===== src/rtl/ai_mac_engine.sv =====
// ai_mac_engine: streaming signed dot-product engine. A start pulse latches
// the vector length, operand pairs are multiplied on accept and summed one
// cycle later, and the result is announced with a one-cycle done pulse.
// Optional build macro AI_MAC_SAT_EN: saturate the accumulator on signed
// overflow instead of wrapping.
//
// state | meaning
// IDLE  | waiting for start
// RUN   | accepting operand pairs
// DRAIN | final product being accumulated
// DONE  | result valid, done pulse high
module ai_mac_engine #(
    parameter int DATA_W  = 8,
    parameter int ACC_W   = 32,
    parameter int MAX_LEN = 16,
    localparam int LEN_W  = $clog2(MAX_LEN + 1)
) (
    input  logic                     clk,
    input  logic                     rst,
    input  logic                     start,
    input  logic [LEN_W-1:0]         len,
    input  logic signed [DATA_W-1:0] a_in,
    input  logic signed [DATA_W-1:0] b_in,
    input  logic                     in_valid,
    output logic                     in_ready,
    output logic                     busy,
    output logic                     done,
    output logic signed [ACC_W-1:0]  result,
    output logic                     overflow
);

    typedef enum logic [1:0] {IDLE, RUN, DRAIN, DONE} state_t;

    localparam logic [LEN_W-1:0] MAX_LEN_L = LEN_W'(MAX_LEN);

    state_t                     state;
    logic [LEN_W-1:0]           len_q;
    logic [LEN_W-1:0]           count;
    logic [LEN_W-1:0]           count_inc;
    logic [LEN_W-1:0]           len_clamped;
    logic signed [2*DATA_W-1:0] a_ext;
    logic signed [2*DATA_W-1:0] b_ext;
    logic signed [2*DATA_W-1:0] prod_reg;
    logic                       prod_valid;
    logic signed [ACC_W-1:0]    acc;
    logic signed [ACC_W-1:0]    prod_ext;
    logic signed [ACC_W-1:0]    sum;
    logic signed [ACC_W-1:0]    acc_next;
    logic                       add_ovf;
    logic                       accept;
    logic                       start_ok;

    assign len_clamped = (len > MAX_LEN_L) ? MAX_LEN_L : len;
    assign in_ready    = (state == RUN) && (count < len_q);
    assign accept      = in_valid && in_ready;
    assign start_ok    = (state == IDLE) && start;
    assign count_inc   = count + LEN_W'(1);

    assign a_ext    = (2*DATA_W)'(a_in);
    assign b_ext    = (2*DATA_W)'(b_in);
    assign prod_ext = ACC_W'(prod_reg);
    assign sum      = acc + prod_ext;
    // Signed overflow: both addends share a sign that the sum does not.
    assign add_ovf  = (acc[ACC_W-1] == prod_ext[ACC_W-1]) &&
                      (sum[ACC_W-1] != acc[ACC_W-1]);

    // Next accumulator value: wrap by default, clamp when saturation is built in.
    always_comb begin
        acc_next = sum;
`ifdef AI_MAC_SAT_EN
        if (add_ovf) begin
            acc_next = acc[ACC_W-1] ? {1'b1, {(ACC_W-1){1'b0}}}
                                    : {1'b0, {(ACC_W-1){1'b1}}};
        end
`else
        acc_next = sum;
`endif
    end

    // Multiply stage on accept, accumulate stage one cycle later.
    always_ff @(posedge clk or posedge rst) begin
        if (rst) begin
            prod_reg   <= '0;
            prod_valid <= 1'b0;
            acc        <= '0;
            overflow   <= 1'b0;
        end else begin
            prod_valid <= accept;
            if (accept) begin
                prod_reg <= a_ext * b_ext;
            end
            if (start_ok) begin
                acc      <= '0;
                overflow <= 1'b0;
            end else if (prod_valid) begin
                acc <= acc_next;
                if (add_ovf) begin
                    overflow <= 1'b1;
                end
            end
        end
    end

    // Control FSM with registered busy/done/result.
    always_ff @(posedge clk or posedge rst) begin
        if (rst) begin
            state  <= IDLE;
            len_q  <= '0;
            count  <= '0;
            busy   <= 1'b0;
            done   <= 1'b0;
            result <= '0;
        end else begin
            case (state)
                IDLE: begin
                    done <= 1'b0;
                    if (start) begin
                        len_q  <= len_clamped;
                        count  <= '0;
                        result <= '0;
                        if (len_clamped == '0) begin
                            state <= DONE;
                            done  <= 1'b1;
                            busy  <= 1'b0;
                        end else begin
                            state <= RUN;
                            busy  <= 1'b1;
                        end
                    end
                end
                RUN: begin
                    if (accept) begin
                        count <= count_inc;
                        if (count_inc == len_q) begin
                            state <= DRAIN;
                        end
                    end
                end
                DRAIN: begin
                    result <= prod_valid ? acc_next : acc;
                    state  <= DONE;
                    busy   <= 1'b0;
                    done   <= 1'b1;
                end
                DONE: begin
                    done  <= 1'b0;
                    state <= IDLE;
                end
                default: begin
                    state <= IDLE;
                    busy  <= 1'b0;
                    done  <= 1'b0;
                end
            endcase
        end
    end

endmodule


===== config.mk =====
export PLATFORM = sky130hd
export DESIGN_NAME = ai_mac_engine
export DESIGN_NICKNAME = d
export VERILOG_FILES = /design/src/rtl/ai_mac_engine.sv
export SDC_FILE = /design/constraint.sdc
export NUM_CORES = 1
export LEC_CHECK = 0
export CELL_PAD_IN_SITES_DETAIL_PLACEMENT = 2
export CELL_PAD_IN_SITES_GLOBAL_PLACEMENT = 2
export CORE_AREA = 2 2 115 200
export CTS_CLUSTER_SIZE = 30
export DETAILED_ROUTE_END_ITERATION = 8
export DIE_AREA = 0 0 117 202
export GPL_ROUTABILITY_DRIVEN = 0
export PLACE_DENSITY_LB_ADDON = 0.1
export SYNTH_ARGS = -nofsm -noshare
export SYNTH_HDL_FRONTEND = slang
export SYNTH_SLANG_ARGS = --single-unit
export TNS_END_PERCENT = 1

===== constraint.sdc =====
create_clock -name clk -period 4.2 [get_ports clk]
set_input_delay 1.26 -clock clk [delete_from_list [all_inputs] [get_ports clk]]
set_output_delay 1.26 -clock clk [all_outputs]
set_load 0.005 [all_outputs]

==> flow_summary.ini, run 1 <==
[outcome]
status = finished, violations left
violations = setup timing

[route]
dr.pass1.iters = 4
drtAntennaViolNets = 0
drc = 0
wl_per_cell_um = 19.14
via_count = 6887
viasPerCell = 5.229
finalWirelength_mm = 25.20
dr.first_iter.drc_count = 172

[pwr]
ir_drop_uv = 264.7
pwr-share-comb_pct = 65.4
p_switching_mw = 3.285
p_seq_share_pct = 22.2
clockPowerShare_pct = 12.4
leakagePower_nw = 4.737
internal_power_mw = 3.855
finalPower_mw = 7.139
p_per_area_mw_per_mm2 = 716.9
switching_share_pct = 46.01

[synth]
ys_types = 58
synth_compound_area_share_pct = 15.44
ys_warn_count = 0
synth.area.mux_share_pct = 3.212
synth.cell_area_mm2 = 0.008219
syn_nets = 1064
synth_flop_cell = dfrtp_1
synth_xor_area_share_pct = 4.795
synthArstFlopShare_pct = 100.0
yosys.area_share.simple_pct = 16.99
syn_inst = 913
synth_top_family_by_area = adder cells
synth.avg_cell_area_um2 = 9.002
ys_ff_latch = 96
synth_edf_count = 0
synth_fa_ha_area_share_pct = 24.30
yosysSeqAreaShare_pct = 29.23

[setup_path]
endpoint = prod_reg[14]
rr_worst_depth = 11
crit_path_end_kind = flip-flop
rrSetupSlack_ns = 0.87
crit_type = in2reg
required_ns = 4.44
critPathLaunch = a_in[6]
crit_arrival_ns = 5.24
start_kind = input pin
r2r_start = prod_reg[0]
path_max_fanout = 4
r2r_end = acc[28]

[die]
die_area_mm2 = 0.02363
num_rows = 72
die_w_um = 117
design.core.area_mm2 = 0.02207
die_h_um = 202
boundaryPins = 61
initial_utilization_pct = 37.24

[clocking]
clock_latency_ns = 0.37
cts_made_buffers = 9
clockBufferDepth = 2
cts-root-buf = clkbuf_16
holdBufCountCts = 0
cts.sinks = 96
cts.reportedPaths.clkPinSlew_ns = 0.07
tritoncts = done
htree_num_levels = 3

[sta]
fin_hold_ws_ns = 0.4803
fin_ws_ns = -0.7949
finalMaxSlewViolations = 0
setup_viol = 9
worst_pin_slew_ns = 0.7754
min_period_ns = 4.995
finClkSkew_ns = 0.01004
fmaxAchievable_mhz = 200.2
rsz0062_at_grt = yes
hold_viol_final = 0
maxSlewHeadroom_pct = 48.31
fin_crit_sh_pct = 118.9

[finish]
synthToLayoutAreaGrowth_pct = 21.16
final_nets = 1167
stdcell_count = 1317
fin_area_mm2 = 0.009958
drive_above_1_share_pct = 13.71
antenna_cells = 0

[placement]
place_ws_ns = -1.728
dp_cells = 1298
hpwl_mm = 19.99
dpl_cell_area_mm2 = 0.009550
place.port_buffers = 60

[global_route]
antenna_found_initial = 0
grt_max_degree = 54
grt.total_usage_pct = 22.82
grt-ovfl-total = 0
grt_pass1_wl_mm = 41.48
grt_pass1_vias = 7997

[worst_hold_path]
hold_path.class = reg2reg
holdCritStartpoint = result[20]

[job]
cap_violations = 0
-- worst max-delay path, cell delays in order --
cell and delay [ns]:
buf_2 0.12, and2_4 0.16, fa_1 0.49, inv_1 0.05, fa_1 0.51, inv_2 0.05
fa_1 0.53, inv_1 0.05, fa_1 0.50, inv_2 0.05, ha_4 0.29, o21ai_4 0.07
a21boi_2 0.21, o21ai_2 0.10, a21boi_2 0.17, o21ai_2 0.08, a211oi_2 0.28, o21a_1 0.19
o31ai_1 0.07
-- through the flow --
step	TNS [ns]	utilization, %
global route	-6.101	45.12
floorplan	-4.156	-
CTS	-3.834	45.03
detailed placement	-13.93	43.27
finish	-4.363	45.12
global placement	-12.45	43.27
-- cell families (layout without fill, tap and decap cells) --
group	count (synthesis)	after routing
mux	26	26
buf+inv	132	240
simple gates	292	292
compound gates	196	196
flops	96	96
xor+xnor	45	45
fa+ha+maj	126	126
-- power groups by stage --
stage               combinational [mW]  clock [mW]  sequential (mW)
floorplan                         2.97           0             1.52
CTS                               4.70       0.910             1.60
detailed placement                4.53           0             1.61
global route                      5.26       0.939             1.64
global placement                  4.30           0             1.60
finish                            4.67       0.885             1.59
-- layer usage --
layer / track usage [%] / vias up / wire (um)
met4: 6.134 / 0 / 566
met5: 0 / - / 0
met3: 3.088 / 30 / 370
li1: - / 3259 / -
met2: 46.88 / 63 / 15360
met1: 22.68 / 3535 / 8908
-- how the worst min path moves through the flow --
stage | cells past startpoint | slack [ns] | to
6_report | 2 | 0.48 | result[20]
5_1_grt | 2 | 0.52 | prod_reg[3]
4_1_cts | 2 | 0.49 | result[27]
3_5_place_dp | 2 | 0.47 | result[27]
3_3_place_gp | 2 | 0.46 | result[27]
2_1_floorplan | 2 | 0.45 | len_q[0]
-- cell usage in the layout (no fill, tap or decap), types with 7 or more instances in the layout --
cell | netlist | routed
nor3_1 | 8 | 7
buf_2 | 1 | 14
clkbuf_16 | 0 | 9
nand2_1 | 112 | 112
and2_1 | 53 | 46
mux2i_1 | 23 | 23
nor2b_1 | 11 | 9
a21o_1 | 20 | 20
xor2_1 | 18 | 18
fa_1 | 56 | 54
nor4_1 | 7 | 7
ha_1 | 70 | 64
nand4_1 | 9 | 9
nor2_1 | 60 | 60
and2_4 | 0 | 7
buf_4 | 0 | 55
o21ai_0 | 67 | 63
clkdlybuf4s50_1 | 0 | 44
o21a_1 | 7 | 7
inv_1 | 105 | 100
dfrtp_1 | 96 | 96
a21oi_1 | 45 | 41
nand3_1 | 9 | 9
xnor2_1 | 27 | 27
-- layout make-up --
type	instances	area, um^2
timing repair buffer	119	999.7
multi-input combinational	685	5482
clock buffer	11	242.7
sequential	96	2402
tap	296	370.4
clock inverter	5	62.56
inverter	105	399.1
fill	2425	12110
-- cells in the mapped netlist (all sizes together) (11+ instances only) --
cell type / instances / area, um^2
clkbuf: 24 / 90.09
o21ai: 69 / 352.8
and2: 53 / 331.6
a21oi: 45 / 225.2
xnor2: 27 / 236.5
nor2: 60 / 225.2
nor2b: 11 / 68.82
mux2i: 23 / 230.2
dfrtp: 96 / 2402
inv: 105 / 394.1
ha: 70 / 875.8
a21o: 20 / 150.1
nand2: 112 / 420.4
xor2: 18 / 157.7
fa: 56 / 1121
-- what timing repair did --
| item | in CTS | in global routing |
|---|---|---|
| pin swaps | 28 | 3 |
| gates resized for setup | 102 | 6 |
| setup endpoints to repair | 11 | 9 |
| cloned | 0 | 0 |
| setup buffers | 3 | 0 |
(Power assumes the default switching activity.)
==> run 2: changes to the inputs <==
--- a/config.mk
+++ b/config.mk
@@ -5,6 +5,7 @@
 export SDC_FILE = /design/constraint.sdc
 export NUM_CORES = 1
 export LEC_CHECK = 0
+export ABC_CLOCK_PERIOD_IN_PS = 4200
 export CELL_PAD_IN_SITES_DETAIL_PLACEMENT = 2
 export CELL_PAD_IN_SITES_GLOBAL_PLACEMENT = 2
 export CORE_AREA = 2 2 115 200
==> results of run 2 <==
The final DEF is identical to that of run 1; final timing and power are the same.
